$ cat config.mk
export PLATFORM = sky130hd
export DESIGN_NAME = mlvd_turnaround_ctrl_flat
export DESIGN_NICKNAME = d
export VERILOG_FILES = /design/src/rtl/mlvd_turnaround_ctrl_if.sv /design/src/rtl/mlvd_turnaround_ctrl.sv /design/src/flat_wrapper.sv
export SDC_FILE = /design/constraint.sdc
export NUM_CORES = 1
export LEC_CHECK = 0
export ABC_AREA = 1
export CELL_PAD_IN_SITES_DETAIL_PLACEMENT = 0
export CELL_PAD_IN_SITES_GLOBAL_PLACEMENT = 1
export CORE_MARGIN = 3
export CORE_UTILIZATION = 39
export CTS_BUF_LIST = sky130_fd_sc_hd__clkbuf_4 sky130_fd_sc_hd__clkbuf_8
export DETAILED_ROUTE_END_ITERATION = 12
export PLACE_DENSITY_LB_ADDON = 0.08
export SYNTH_ARGS = -nofsm -noshare
export SYNTH_HDL_FRONTEND = slang
export SYNTH_SLANG_ARGS = --single-unit
$ cat constraint.sdc
create_clock -name clk -period 4.1 [get_ports clk]
set_input_delay 1.23 -clock clk [delete_from_list [all_inputs] [get_ports clk]]
set_output_delay 1.23 -clock clk [all_outputs]
set_load 0.02 [all_outputs]
$ cat src/rtl/mlvd_turnaround_ctrl_if.sv
// mlvd_turnaround_ctrl_if
//   Bundle between the link/protocol logic (master) and the direction and
//   turnaround controller (slave) for a bank of M-LVDS transceiver channels.
//
//   Handshake: a requester raises req[i] and holds it high for the whole
//   transmission.
//   grant[i] is the acknowledgement and remains one-hot while DE drives the
//   pair. Dropping req[i] ends the transmission.
//   A requester must not treat its data as sent before it has seen grant[i].
//
//   Signals
//     req      [1:0]        transmit request per requester
//     mask_a   [G_SIZE-1:0] channels requester 0 drives (sampled at grant)
//     mask_b   [G_SIZE-1:0] channels requester 1 drives (sampled at grant)
//     rx_hold               incoming frame in progress
//     grant    [1:0]        one-hot grant
//     DE       [G_SIZE-1:0] per-channel driver enable
//     REn                   shared receiver enable, active low
//     tx_dir                high in any non-receive state
//     timeout               one-cycle pulse on forced release
interface mlvd_turnaround_ctrl_if #(
  parameter int G_SIZE = 8
);
  logic [1:0]        req;
  logic [G_SIZE-1:0] mask_a;
  logic [G_SIZE-1:0] mask_b;
  logic              rx_hold;
  logic [1:0]        grant;
  logic [G_SIZE-1:0] DE;
  logic              REn;
  logic              tx_dir;
  logic              timeout;

  modport master (
    output req, mask_a, mask_b, rx_hold,
    input  grant, DE, REn, tx_dir, timeout
  );

  modport slave (
    input  req, mask_a, mask_b, rx_hold,
    output grant, DE, REn, tx_dir, timeout
  );
endinterface

$ cat src/rtl/mlvd_turnaround_ctrl.sv
// mlvd_turnaround_ctrl
//   Direction and turnaround controller for a bank of bidirectional M-LVDS
//   channels. Two local requesters are arbitrated round-robin. Every
//   direction change passes through a guard window of G_GUARD cycles with
//   both the local drivers (DE) and the local receivers (REn=1) off.
//
//   Optional feature: define MLVD_TX_TIMEOUT_EN to bound a grant to
//   G_TX_MAX cycles. A requester released by force is locked out until its req
//   has been seen low.
//
//   Ports
//     clk        system clock, rising edge
//     rst_n      asynchronous active-low reset
//     bus        mlvd_turnaround_ctrl_if.slave (req/masks/rx_hold in,
//                grant/DE/REn/tx_dir/timeout out, all outputs registered)
//     state_dbg  current FSM state (0 RX, 1 RX_OFF, 2 TX, 3 TX_OFF)
module mlvd_turnaround_ctrl #(
  parameter int G_SIZE   = 8,
  parameter int G_GUARD  = 4,
  parameter int G_TX_MAX = 1024
) (
  input  logic                        clk,
  input  logic                        rst_n,
  mlvd_turnaround_ctrl_if.slave       bus,
  output logic [1:0]                  state_dbg
);

  generate
    if (G_GUARD < 1 || G_GUARD > 255 || G_TX_MAX < 1) begin : g_bad_param
      $error("mlvd_turnaround_ctrl: G_GUARD must be 1..255 and G_TX_MAX >= 1");
    end
  endgenerate

  typedef enum logic [1:0] {
    S_RX     = 2'd0,
    S_RX_OFF = 2'd1,
    S_TX     = 2'd2,
    S_TX_OFF = 2'd3
  } state_t;

  // The counter is loaded with G_GUARD-1 so that a guard state lasts exactly
  // G_GUARD cycles, including the cycle in which it is entered.
  localparam logic [7:0] GUARD_LOAD = 8'(G_GUARD - 1);

  state_t            state, state_n;
  logic [7:0]        cnt, cnt_n;
  logic [1:0]        grant_q, grant_n;
  logic [G_SIZE-1:0] de_q, de_n;
  logic              ren_q;
  logic              timeout_q;
  logic              last, last_n;   // last granted requester (lowest priority)
  logic [1:0]        lock;           // requesters barred after a forced release
  logic [1:0]        cand;
  logic              pick_idx;
  logic              other_idx;
  logic              force_off;
  logic              tx_end;

`ifdef MLVD_TX_TIMEOUT_EN
  localparam int TX_W = $clog2(G_TX_MAX + 1);
  logic [TX_W-1:0] tx_cnt;

  // tx_cnt equals the number of completed cycles in TX; the grant is dropped
  // at the edge that would start cycle G_TX_MAX+1.
  assign force_off = (state == S_TX) && (tx_cnt == TX_W'(G_TX_MAX - 1));

  always_ff @(posedge clk or negedge rst_n) begin
    if (!rst_n) begin
      tx_cnt <= '0;
      lock   <= 2'b00;
    end else begin
      tx_cnt <= (state == S_TX) ? tx_cnt + 1'b1 : '0;
      for (int i = 0; i < 2; i++) begin
        if (force_off && grant_q[i]) lock[i] <= 1'b1;
        else if (!bus.req[i])        lock[i] <= 1'b0;
      end
    end
  end
`else
  assign force_off = 1'b0;
  assign lock      = 2'b00;
`endif

  assign cand      = bus.req & ~lock;
  // With both candidates present, the one not granted last wins.
  assign pick_idx  = (cand == 2'b11) ? ~last : cand[1];
  assign other_idx = ~last;
  assign tx_end    = ~|(bus.req & grant_q) | force_off;

  always_comb begin
    state_n = state;
    cnt_n   = cnt;
    grant_n = grant_q;
    de_n    = de_q;
    last_n  = last;
    case (state)
      S_RX: begin
        if (|cand && !bus.rx_hold) begin
          state_n = S_RX_OFF;
          cnt_n   = GUARD_LOAD;
        end
      end
      S_RX_OFF: begin
        if (cnt == 8'd0) begin
          if (|cand) begin
            state_n = S_TX;
            grant_n = pick_idx ? 2'b10 : 2'b01;
            de_n    = pick_idx ? bus.mask_b : bus.mask_a;
            last_n  = pick_idx;
          end else begin
            // Everyone withdrew while the receivers were already off.
            state_n = S_TX_OFF;
            cnt_n   = GUARD_LOAD;
          end
        end else begin
          cnt_n = cnt - 8'd1;
        end
      end
      S_TX: begin
        if (tx_end) begin
          state_n = S_TX_OFF;
          grant_n = 2'b00;
          de_n    = '0;
          cnt_n   = GUARD_LOAD;
        end
      end
      S_TX_OFF: begin
        if (cnt == 8'd0) begin
          if (cand[other_idx]) begin
            // Direct handover: the guard just served is the dead time.
            state_n = S_TX;
            grant_n = other_idx ? 2'b10 : 2'b01;
            de_n    = other_idx ? bus.mask_b : bus.mask_a;
            last_n  = other_idx;
          end else begin
            state_n = S_RX;
          end
        end else begin
          cnt_n = cnt - 8'd1;
        end
      end
      default: state_n = S_RX;
    endcase
  end

  always_ff @(posedge clk or negedge rst_n) begin
    if (!rst_n) begin
      state     <= S_RX;
      cnt       <= 8'd0;
      grant_q   <= 2'b00;
      de_q      <= '0;
      ren_q     <= 1'b0;
      timeout_q <= 1'b0;
      last      <= 1'b1;   // favours requester 0 after reset
    end else begin
      state     <= state_n;
      cnt       <= cnt_n;
      grant_q   <= grant_n;
      de_q      <= de_n;
      ren_q     <= (state_n != S_RX);
      timeout_q <= force_off;
      last      <= last_n;
    end
  end

  // Receivers are off exactly when the controller is not in RX, so the same
  // register serves REn and tx_dir.
  assign bus.grant   = grant_q;
  assign bus.DE      = de_q;
  assign bus.REn     = ren_q;
  assign bus.tx_dir  = ren_q;
  assign bus.timeout = timeout_q;
  assign state_dbg   = state;

endmodule
$ cat src/flat_wrapper.sv
// flat-port wrapper written by rule: the top's interface ports become plain ports
module mlvd_turnaround_ctrl_flat 
#(
  parameter int G_SIZE   = 8,
  parameter int G_GUARD  = 4,
  parameter int G_TX_MAX = 1024
)
  (clk, rst_n, state_dbg, bus_req, bus_mask_a, bus_mask_b, bus_rx_hold, bus_grant, bus_DE, bus_REn, bus_tx_dir, bus_timeout);
  mlvd_turnaround_ctrl_if #(.G_SIZE(G_SIZE)) bus_i ();
  input  logic clk;
  input  logic rst_n;
  output logic [1:0] state_dbg;
  input wire logic [$bits(bus_i.req)-1:0] bus_req;
  input wire logic [$bits(bus_i.mask_a)-1:0] bus_mask_a;
  input wire logic [$bits(bus_i.mask_b)-1:0] bus_mask_b;
  input wire logic [$bits(bus_i.rx_hold)-1:0] bus_rx_hold;
  output wire logic [$bits(bus_i.grant)-1:0] bus_grant;
  output wire logic [$bits(bus_i.DE)-1:0] bus_DE;
  output wire logic [$bits(bus_i.REn)-1:0] bus_REn;
  output wire logic [$bits(bus_i.tx_dir)-1:0] bus_tx_dir;
  output wire logic [$bits(bus_i.timeout)-1:0] bus_timeout;
  assign bus_i.req = bus_req;
  assign bus_i.mask_a = bus_mask_a;
  assign bus_i.mask_b = bus_mask_b;
  assign bus_i.rx_hold = bus_rx_hold;
  assign bus_grant = bus_i.grant;
  assign bus_DE = bus_i.DE;
  assign bus_REn = bus_i.REn;
  assign bus_tx_dir = bus_i.tx_dir;
  assign bus_timeout = bus_i.timeout;
  mlvd_turnaround_ctrl #(.G_SIZE(G_SIZE), .G_GUARD(G_GUARD), .G_TX_MAX(G_TX_MAX)) u_core (.clk(clk), .rst_n(rst_n), .bus(bus_i), .state_dbg(state_dbg));
endmodule
# After elaboration in Yosys (flattened, before gate mapping)
# Cells that the tools add are included.
# totals
inputBits	21
elab_cells	71
ff_bits	22
output_inout_bits	15
# op_classes
n_bitwise	2
reduce_logical	12
eq_ne	12
add_sub_neg	1
mux	37
magnitude_cmp	1
# op_table
operator	n
two-way mux 8 bit	12
one-hot mux 8 bit (4 select lines)	1
two-way mux 2 bit	12
one-hot mux 8 bit (3 select lines)	1
!= test 2 x 1 -> 1 bit, second input constant	5
logical NOT 8 bit	1
two-way mux 1 bit	8
one-hot mux 2 bit (4 select lines)	1
subtractor 8 x 1 -> 8 bit, second input constant	1
== test 2 bit, second input constant	3
one-hot mux 2 bit (3 select lines)	1
AND reduction 6 bit	1
AND reduction 5 bit	1
!= test 2 bit, second input constant	2
AND reduction 4 bit	1
nonzero test 2 bit	2
OR reduction 2 bit	2
!= test 3 bit, second input constant	1
nonzero test 3 bit	1
AND 2 bit	1
== test 2 x 1 -> 1 bit, second input constant	1
logical NOT 2 bit	1
< comparator 1 x 2 -> 1 bit, second input constant	1
one-hot mux 1 bit (2 select lines)	1
3 further kinds	3

# Logic depth before layout (Yosys ltp)
# Gate-level depths: netlist of run 1.
# logic_depth
ltp_word	7
ltp_mapped	9
depth_no_buf	9

# Worst setup path after synthesis of run 1
# Ideal clock, no wire load.
# synth_timing
path_type	input to register
startpoint	input port bus_req[1]
endpoint	register u_core.grant_q[1] (netlist: u_core.bus.grant[1])
n_path_buf	2
path_stages	8
path_slack_ns	2.034
required_ns	3.983
arrival_ns	1.949
path_cell_list	buf_4 > nand2_1 > nand2_1 > nand3_1 > nand2_1 > buf_4 > nand4_1 > nand2_1
# synth_via
elab_chain_cells	6
word_cells_on_any_way	15
# synth_rtl
element	line_no	source
start, declared	flat_wrapper.sv:13	input wire logic [$bits(bus_i.req)-1:0] bus_req;
== test 2 bit	mlvd_turnaround_ctrl.sv:86	assign pick_idx = (cand == 2'b11) ? ~last : cand[1];
two-way mux 1 bit	mlvd_turnaround_ctrl.sv:86	
two-way mux 2 bit	mlvd_turnaround_ctrl.sv:107	grant_n = pick_idx ? 2'b10 : 2'b01;
two-way mux 2 bit	mlvd_turnaround_ctrl.sv:105	if (|cand) begin
two-way mux 2 bit	mlvd_turnaround_ctrl.sv:104	if (cnt == 8'd0) begin
one-hot mux 2 bit (3 select lines)	mlvd_turnaround_ctrl.sv:96	case (state)
end signal, assigned	mlvd_turnaround_ctrl.sv:158	grant_q <= grant_n;
end, declared	mlvd_turnaround_ctrl.sv:47	logic [1:0] grant_q, grant_n;
# Parallel ways exist; a longest one is shown, timed or not. The select of a mux whose other input is x is not followed.
# A chain may end at the register's enable or synchronous reset.

# Worst setup path after layout of run 1
# layout_timing
startpoint	input port bus_req[1]
endpoint	register u_core.de_q[2] (netlist: u_core.bus.DE[2])
# layout_via
elab_chain_cells	6
word_cells_on_any_way	15
# layout_rtl
element	line_no	source
== test 2 bit	mlvd_turnaround_ctrl.sv:86	
two-way mux 1 bit	mlvd_turnaround_ctrl.sv:86	
two-way mux 8 bit	mlvd_turnaround_ctrl.sv:108	de_n = pick_idx ? bus.mask_b : bus.mask_a;
two-way mux 8 bit	mlvd_turnaround_ctrl.sv:105	
two-way mux 8 bit	mlvd_turnaround_ctrl.sv:104	
one-hot mux 8 bit (3 select lines)	mlvd_turnaround_ctrl.sv:96	
end signal, assigned	mlvd_turnaround_ctrl.sv:159	de_q <= de_n;
end, declared	mlvd_turnaround_ctrl.sv:48	logic [G_SIZE-1:0] de_q, de_n;
# Parallel ways exist; a longest one is shown, timed or not. The select of a mux whose other input is x is not followed.

==> summary.md, run 1 <==
| Metric | Value |
|---|---|
| Unrepaired setup endpoints after global routing | no |
| Vias in the first global route | 1378 |
| Buf+Inv Stages, Crit Path | 1 |
| Most frequent CP cell | nand2_1 |
| Family with the most delay on the worst path | simple AND/OR/NAND/NOR gates |
| Max Fanout on Critical Path | 12 |
| Dominant synthesized flop cell | dfrtp_1 |
| TritonCTS Buffers | 3 |
| DRT Wirelength | 3700 um |
| Sequential Power Share | 30.9% |
| CTS Buffer Depth | 2 |
| Min-Delay Path Class | reg -> reg |
| Hold Vio Cnt, Final | 0 |
| Top cell type's share of synthesized area | 33.8% |
| Clock latency on the worst-skew pair | 0.26 ns |
| FF+latch count, synth | 22 |
| Top-count cell post-synth | nand2_1 |
| Final Non-Filler Cells | 309 |
| Yosys warns | 0 |
| CTS tree | built |
| Fin nets | 284 |
| Slowest CP cell | clkdlybuf4s50_1 |
| Internal power | 0.694 mW |
| # IOs | 36 |
| CTS H-Tree Depth | 1 |
| Largest cells by area after synthesis | dfrtp_1 34%, nand2_1 24%, nand4_1 8.4% |
| FP Rows | 22 |
| Final Cycle Share | 70.8% |
| Die area | 0.00479 mm2 |
| Seq/Total Area, Yosys | 35.5% |
| Mapped Cells | 237 |
| Place WS | 0.952 ns |
| Clk Tree Root Cell | clkbuf_8 |
| Clock transition at the registers of the reported paths | 0.07 ns |
| # DRC | 0 |
| Design area | 0.00192 mm2 |
| Post-detail-place hpwl | 2750 um |
| Slew Limit Fails | 0 |
| ANT nets after route | 0 |
| Share of cells above drive strength 1 | 4.98% |
| Area growth, synth to finish | 23.3% |
| Setup TNS Final | 0 ns |
| Rel. slew slack | 33.5% |
| Post-CTS resize count | 0 |
| Power Density | 694 mW/mm2 |
| Crit path required time | 4.25 ns |
| Fmax | 0.344 GHz |
| Actual slew at the worst max-slew pin | 0.994 ns |
| Clock Power Share | 11.6% |
| Hold Buf Count CTS | 0 |
| Total global routing overflow | 0 |
| Initial DRC count | 109 |
| WS Path Type | in -> reg |
| Die Y | 69.2 um |
| Netlist cell types | 22 |
| Final Critical Period | 2.90 ns |
| Logic pwr share | 57.5% |
| Critical Path Sink Type | flip-flop |
| Worst Skew | 0.00999 ns |
| Setup Fix Bufs, Post-CTS | 0 |
| Die width | 69.2 um |
| Critical Path AT | 3.05 ns |
| Vias per inst | 4.88 |
| Diode count | 0 |
| Largest net degree at the start of global routing | 24 |
| Sw power | 0.638 mW |
| Syn_area_per_cell | 6.57 um2 |
| Clock sink count | 22 |
| WHS | 0.475 ns |
| Initial core utilization | 41.6% |
| Net Count, Synth | 259 |
| Max-cap viol count | 0 |
| Post-synth EDFFs | 0 |
| I/O Buffers | 34 |
| Most common library cells after synthesis | 101 x nand2_1, 23 x nand3_1, 21 x dfrtp_1, 21 x nand4_1, 16 x nor2_1 |
| Syn Std Cell Area | 0.00156 mm2 |
| Final RePlAce weighted congestion | 0.819 |
| CP cell instances | clkdlybuf4s50_1 -> nand2_1 -> nand2_1 -> nand3_1 -> nand2_1 -> nand3_2 -> nand2_1 -> nand2_1 |
| Peak VDD IR | 0.000215 V |
| Worst path max stage delay | 0.77 ns |
| Final setup vio count | 0 |
| GR Util All Layers | 15.5% |
| Status | complete, no violations |
| Placed cells | 305 |
| First-pass GRT wire length | 6310 um |
| Sw frac | 47.9% |
| 1st-pass router iterations | 4 |
| Drt wl/cell | 12.0 um |
| Initial antenna violation count | 0 |
| Vias | 1507 |
| Ys async rst share | 100% |
| P_leak | 0.932 nW |
| PnR worst setup slack | 1.20 ns |
| Critical Path Start Type | primary input |
| Placed cell area | 0.00186 mm2 |
| Area leader, netlist | dfrtp_1 |
| Core Area | 0.00374 mm2 |
## logic make-up (layout without fill, tap and decap cells)
| family | Yosys count | after routing | share of synthesized area (%) |
|---|---|---|---|
| flip-flops | 22 | 22 | 35.5 |
| AND/OR/NAND/NOR | 166 | 166 | 46.9 |
| adder cells (fa/ha/maj) | 1 | 1 | 0.804 |
| buffers and inverters | 30 | 54 | 10.0 |
| AO/OA/AOI/OAI | 14 | 14 | 4.90 |
| other | 1 | 1 | 0.241 |
| XOR/XNOR | 3 | 3 | 1.69 |
## area by class of cell
class,count,area [um2]
Fill cell,378,1820
Timing Repair Buffer,35,348
Inverter,15,56.3
Tap cell,48,60.1
Multi-Input combinational cell,185,848
Clock buffer,4,55.1
Sequential cell,22,552
## cells in the final DEF, fill, tap and decap left out, types with 2 or more instances in the layout
cell and n:
nand2_1 101, clkdlybuf4s50_1 34, nand3_1 23, nand4_1 21, dfrtp_1 21, nor2_1 16
inv_1 13, o21ai_0 11, clkbuf_8 4, xor2_1 3, inv_2 2, nand3_2 2
nand2_2 2
## registers in the layout, summed over array words and instances (netlist names)
signal            count
u_core.bus.grant      2
u_core.cnt            8
u_core.bus.REn        1
u_core.state_dbg      2
u_core.last           1
u_core.bus.DE         8
## power by group through the flow
stage | combinational [mW] | sequential, mW | clock (mW)
6_report | 0.766 | 0.411 | 0.155
3_5_place_dp | 0.767 | 0.415 | 0
5_1_grt | 0.873 | 0.427 | 0.168
3_3_place_gp | 0.763 | 0.415 | 0
4_1_cts | 0.770 | 0.411 | 0.159
2_1_floorplan | 0.533 | 0.445 | 0
## routing by layer
layer | part of all wire [%] | wire length (um) | global-route usage [%] | up-vias
met5 | 0 | 0 | 0 | -
met4 | 0.46 | 17 | 2.82 | 0
met3 | 5.1 | 189 | 3.04 | 2
met2 | 39 | 1440 | 22.8 | 39
met1 | 56 | 2060 | 23.5 | 648
li1 | - | - | - | 818
## per-stage QoR
| step | power [mW] | util (%) |
|---|---|---|
| CTS | 1.34 | 51.3 |
| global placement | 1.18 | 49.8 |
| global route | 1.47 | 51.3 |
| finish | 1.33 | 51.3 |
| detailed placement | 1.18 | 49.8 |
| floorplan | 0.977 | - |
## worst min-delay path, cell delays in order (launching register included)
cell,delay [ns]
dfrtp_1,0.35
nand2_1,0.05
nand2_1,0.04
## final timing paths
| kind | endpoint | slack, ns | start | depth (start not counted) |
|---|---|---|---|---|
| hold reg to reg | u_core.bus.DE[1]$_DFFE_PN0P_ | 0.47 | u_core.bus.DE[1]$_DFFE_PN0P_ | 2 |
| setup / recovery | u_core.bus.DE[2]$_DFFE_PN0P_ | 1.20 | bus_req[1] | 8 |
| max in group asynchronous | u_core.bus.grant[1]$_DFFE_PN0P_ | 1.98 | rst_n | 1 |
| min in group asynchronous | u_core.state_dbg[1]$_DFF_PN0_ | 1.51 | rst_n | 1 |
| hold / removal | u_core.bus.DE[1]$_DFFE_PN0P_ | 0.47 | u_core.bus.DE[1]$_DFFE_PN0P_ | 2 |
| setup reg to reg | u_core.bus.DE[2]$_DFFE_PN0P_ | 2.07 | u_core.last$_DFFE_PN1P_ | 7 |
Note: power is estimated with default switching activity, not from simulation.
==> run 2: changes to the inputs <==
--- a/config.mk
+++ b/config.mk
@@ -9,7 +9,7 @@
 export CELL_PAD_IN_SITES_DETAIL_PLACEMENT = 0
 export CELL_PAD_IN_SITES_GLOBAL_PLACEMENT = 1
 export CORE_MARGIN = 3
-export CORE_UTILIZATION = 39
+export CORE_UTILIZATION = 32
 export CTS_BUF_LIST = sky130_fd_sc_hd__clkbuf_4 sky130_fd_sc_hd__clkbuf_8
 export DETAILED_ROUTE_END_ITERATION = 12
 export PLACE_DENSITY_LB_ADDON = 0.08
==> constraint.sdc (replaced) <==
create_clock -name clk -period 2.55 [get_ports clk]
set_input_delay 0.765 -clock clk [delete_from_list [all_inputs] [get_ports clk]]
set_output_delay 0.765 -clock clk [all_outputs]
set_load 0.02 [all_outputs]
==> summary.md, run 2 (synthesized netlist as in run 1, its figures left out) <==
| Metric | Value |
|---|---|
| Post-detail-place hpwl | 3050 um |
| Buf+Inv Stages, Crit Path | 1 |
| Setup Fix Bufs, Post-CTS | 0 |
| Largest net degree at the start of global routing | 24 |
| Clk Tree Root Cell | clkbuf_8 |
| Initial core utilization | 34.3% |
| Fin nets | 289 |
| Critical Path Start | u_core.state_dbg[0]$_DFF_PN0_ |
| Max Fanout on Critical Path | 9 |
| Vias per inst | 4.69 |
| Drt wl/cell | 12.1 um |
| Initial DRC count | 119 |
| Area growth, synth to finish | 28.1% |
| Clock sink count | 22 |
| I/O Buffers | 34 |
| Hold Buf Count CTS | 0 |
| Total global routing overflow | 0 |
| Die Y | 75.7 um |
| Critical Path Start Type | flip-flop |
| Final Critical Period | 2.23 ns |
| Place WS | 0.233 ns |
| Clock latency on the worst-skew pair | 0.26 ns |
| PnR worst setup slack | 0.324 ns |
| Crit path required time | 1.79 ns |
| Share of cells above drive strength 1 | 6.77% |
| Die area | 0.00574 mm2 |
| P_leak | 0.963 nW |
| WS Path Type | reg -> out |
| Power Density | 1140 mW/mm2 |
| Final RePlAce weighted congestion | 0.794 |
| Critical Path AT | 1.46 ns |
| Setup TNS Final | 0 ns |
| Diode count | 0 |
| Worst path max stage delay | 0.67 ns |
| # IOs | 36 |
| Initial antenna violation count | 0 |
| CTS H-Tree Depth | 1 |
| Unrepaired setup endpoints after global routing | no |
| Max-cap viol count | 0 |
| Core Area | 0.00453 mm2 |
| Hold Vio Cnt, Final | 0 |
| Status | complete, no violations |
| Most common cell after layout, fill and taps aside | nand2_1 |
| Hold Startpoint | u_core.bus.DE[1]$_DFFE_PN0P_ |
| First-pass GRT wire length | 6780 um |
| Reg-to-Reg Start | u_core.cnt[0]$_DFFE_PN0P_ |
| Vias in the first global route | 1369 |
| CTS tree | built |
| Family with the most delay on the worst path | buffers and inverters |
| CTS Buffer Depth | 2 |
| FP Rows | 24 |
| Critical Path Sink Type | primary output |
| Most frequent cells in the layout | 101 x nand2_1, 34 x clkdlybuf4s50_1, 23 x nand3_1 |
| ANT nets after route | 0 |
| GR Util All Layers | 15.6% |
| DRT Wirelength | 4020 um |
| Post-CTS resize count | 0 |
| Fmax | 0.449 GHz |
| Slowest CP cell | clkdlybuf4s50_1 |
| Vias | 1553 |
| Final Cycle Share | 87.3% |
| Die width | 75.7 um |
| 1st-pass router iterations | 4 |
| TritonCTS Buffers | 3 |
| # DRC | 0 |
| Slew Limit Fails | 0 |
| Worst Skew | 0.00112 ns |
| Final setup vio count | 0 |
| Min-Delay Path Class | reg -> reg |
| Clock transition at the registers of the reported paths | 0.08 ns |
| Peak VDD IR | 0.000326 V |
| CP cell instances | clkdlybuf4s50_1 |
[run 2: final timing paths]
kind / end / slack [ns] / cells past startpoint
setup / recovery: state_dbg[0] / 0.32 / 1
hold / removal: u_core.bus.DE[1]$_DFFE_PN0P_ / 0.48 / 2
setup reg to reg: u_core.bus.DE[0]$_DFFE_PN0P_ / 0.66 / 9
hold reg to reg: u_core.bus.DE[1]$_DFFE_PN0P_ / 0.48 / 2
max in group asynchronous: u_core.last$_DFFE_PN1P_ / 1.42 / 2
min in group asynchronous: u_core.bus.DE[6]$_DFFE_PN0P_ / 0.85 / 2
[run 2: final cells by class]
class                           instances  area, um2
Fill cell                             508       2540
Tap cell                               65       81.3
Sequential cell                        22        552
Inverter                               15       56.3
Timing Repair Buffer                   40        385
Multi-Input combinational cell        185        848
Clock buffer                            3       41.3
Clock inverter                          1       30.0
[run 2: report_power, final]
part	internal (mW)	leakage, nW	switching, mW
combinational	0.488	0.664	0.794
sequential	0.513	0.263	0.148
clock	0.210	0.0357	0.114
total	1.21	0.963	1.06
[run 2: metal layers]
| layer | GRT usage [%] | up-vias | routed length [um] |
|---|---|---|---|
| met1 | 25.1 | 680 | 2200 |
| met3 | 2.77 | 5 | 208 |
| met2 | 20.6 | 43 | 1560 |
| met5 | 0 | - | 0 |
| li1 | - | 825 | - |
| met4 | 4.66 | 0 | 50 |
[run 2: metrics by stage]
step	cell area (um2)	cells	hold slack (ns)	total power, mW	util [%]
floorplan	1560	237	0.453	1.57	-
global placement	1920	327	0.458	1.96	42.4
detailed placement	1920	327	0.458	1.96	42.4
CTS	1990	331	0.480	2.29	44.0
global route	1990	331	0.500	2.51	44.0
finish	1990	331	0.475	2.27	44.0
==> run 3: changes to the inputs <==
--- a/config.mk
+++ b/config.mk
@@ -9,10 +9,12 @@
 export CELL_PAD_IN_SITES_DETAIL_PLACEMENT = 0
 export CELL_PAD_IN_SITES_GLOBAL_PLACEMENT = 1
 export CORE_MARGIN = 3
-export CORE_UTILIZATION = 32
+export CORE_UTILIZATION = 39
 export CTS_BUF_LIST = sky130_fd_sc_hd__clkbuf_4 sky130_fd_sc_hd__clkbuf_8
 export DETAILED_ROUTE_END_ITERATION = 12
+export GPL_ROUTABILITY_DRIVEN = 0
 export PLACE_DENSITY_LB_ADDON = 0.08
+export SKIP_CTS_REPAIR_TIMING = 1
 export SYNTH_ARGS = -nofsm -noshare
 export SYNTH_HDL_FRONTEND = slang
 export SYNTH_SLANG_ARGS = --single-unit
==> constraint.sdc (replaced) <==
create_clock -name clk -period 2.6 [get_ports clk]
set_input_delay 0.78 -clock clk [delete_from_list [all_inputs] [get_ports clk]]
set_output_delay 0.78 -clock clk [all_outputs]
set_load 0.02 [all_outputs]
==> summary.md, run 3 (synthesized netlist as in run 1, its figures left out) <==
| Metric | Value |
|---|---|
| Worst path max stage delay | 0.67 ns |
| Initial core utilization | 41.6% |
| P_leak | 0.951 nW |
| Final Cycle Share | 86.0% |
| Final setup vio count | 0 |
| Hold Vio Cnt, Final | 0 |
| Share of cells above drive strength 1 | 6.42% |
| CP cell instances | clkdlybuf4s50_1 |
| WS Path Type | reg -> out |
| Die area | 0.00479 mm2 |
| Peak VDD IR | 0.000323 V |
| Placed cell area | 0.00189 mm2 |
| Crit path required time | 1.82 ns |
| Core Area | 0.00374 mm2 |
| PnR worst setup slack | 0.363 ns |
| Critical Path AT | 1.46 ns |
| Max Fanout on Critical Path | 9 |
| Design Power | 2.13 mW |
| Vias per inst | 4.86 |
| Initial DRC count | 53 |
| Clock sink count | 22 |
| Diode count | 0 |
| ANT nets after route | 0 |
| Critical Path Start Type | flip-flop |
| GR Util All Layers | 16.5% |
| Clock transition at the registers of the reported paths | 0.08 ns |
| DRT Wirelength | 3870 um |
| Post-detail-place hpwl | 2890 um |
| CTS tree | built |
| Vias | 1520 |
| Status | complete, no violations |
| I/O Buffers | 34 |
| Die width | 69.2 um |
| # IOs | 36 |
| Final Non-Filler Cells | 313 |
| Die Y | 69.2 um |
| Clk Tree Root Cell | clkbuf_8 |
| Setup TNS Final | 0 ns |
| Critical Path Sink Type | primary output |
| Placed cells | 309 |
| Slowest CP cell | clkdlybuf4s50_1 |
| Min-Delay Path Class | reg -> reg |
| Final Critical Period | 2.24 ns |
| Power Density | 1090 mW/mm2 |
| Most frequent cells in the layout | 101 x nand2_1, 34 x clkdlybuf4s50_1, 23 x nand3_1 |
| Largest net degree at the start of global routing | 24 |
| Fmax | 0.447 GHz |
| FP Rows | 22 |
| 1st-pass router iterations | 4 |
| Place WS | 0.172 ns |
| Max-cap viol count | 0 |
| Family with the most delay on the worst path | buffers and inverters |
| # DRC | 0 |
| Initial antenna violation count | 0 |
| Fin nets | 288 |
| Design area | 0.00195 mm2 |
| CTS Buffer Depth | 2 |
| Most common cell after layout, fill and taps aside | nand2_1 |
| Unrepaired setup endpoints after global routing | no |
| TritonCTS Buffers | 3 |
| Drt wl/cell | 12.4 um |
| Area growth, synth to finish | 25.2% |
| Total global routing overflow | 0 |
| CTS H-Tree Depth | 1 |
| First-pass GRT wire length | 6580 um |
| Slew Limit Fails | 0 |
| Clock latency on the worst-skew pair | 0.27 ns |
| Vias in the first global route | 1415 |
| Buf+Inv Stages, Crit Path | 1 |
| Worst Skew | 0.00920 ns |
-- run 3: changes by cell type in the layout (fill, tap and decap cells not counted) --
cell / change
buf_4: -1
bufinv_16: -1
clkbuf_8: +1
-- run 3: per-stage QoR --
stage	hold WS (ns)	utilization [%]
detailed placement	0.464	50.6
finish	0.479	52.1
CTS	0.482	52.1
floorplan	0.453	-
global route	0.502	52.1
global placement	0.455	50.6
-- run 3: path summary, 6_finish.rpt --
path                            cells after the start                            end  slack (ns)                     startpoint
worst min register to register                      2   u_core.bus.DE[3]$_DFFE_PN0P_        0.48   u_core.bus.DE[3]$_DFFE_PN0P_
worst max register to register                      9   u_core.bus.DE[2]$_DFFE_PN0P_        0.71      u_core.cnt[0]$_DFFE_PN0P_
min in group asynchronous                           2  u_core.state_dbg[1]$_DFF_PN0_        0.87                          rst_n
max in group asynchronous                           2        u_core.last$_DFFE_PN1P_        1.45                          rst_n
worst min-delay path                                2   u_core.bus.DE[3]$_DFFE_PN0P_        0.48   u_core.bus.DE[3]$_DFFE_PN0P_
worst max-delay path                                1                   state_dbg[0]        0.36  u_core.state_dbg[0]$_DFF_PN0_
-- run 3: routing by layer --
metal	GRT usage (%)	routed length, um	share of wire, %
met5	0	0	0
met4	4.56	46	1.2
met3	2.61	167	4.3
met2	23.6	1540	40
met1	25.6	2110	55
-- run 3: power breakdown --
group / internal (mW) / switching [mW]
registers: 0.503 / 0.145
clock network: 0.135 / 0.111
logic: 0.474 / 0.765
total: 1.11 / 1.02
-- run 3: worst reg2reg max path, stage by stage (launching register included) --
cell and delay [ns]:
dfrtp_1 0.38, inv_1 0.13, ha_1 0.24, nand3_2 0.14
nor2_4 0.21, nand2_1 0.09, nand2_2 0.19, nand3_2 0.22
nand2_1 0.13, nand2_1 0.05
-- run 3: cell type report --
class | instances | area (um2)
Tap cell | 48 | 60.1
Timing Repair Buffer | 39 | 378
Fill cell | 410 | 1790
Sequential cell | 22 | 552
Multi-Input combinational cell | 185 | 848
Clock buffer | 4 | 55.1
Inverter | 15 | 56.3
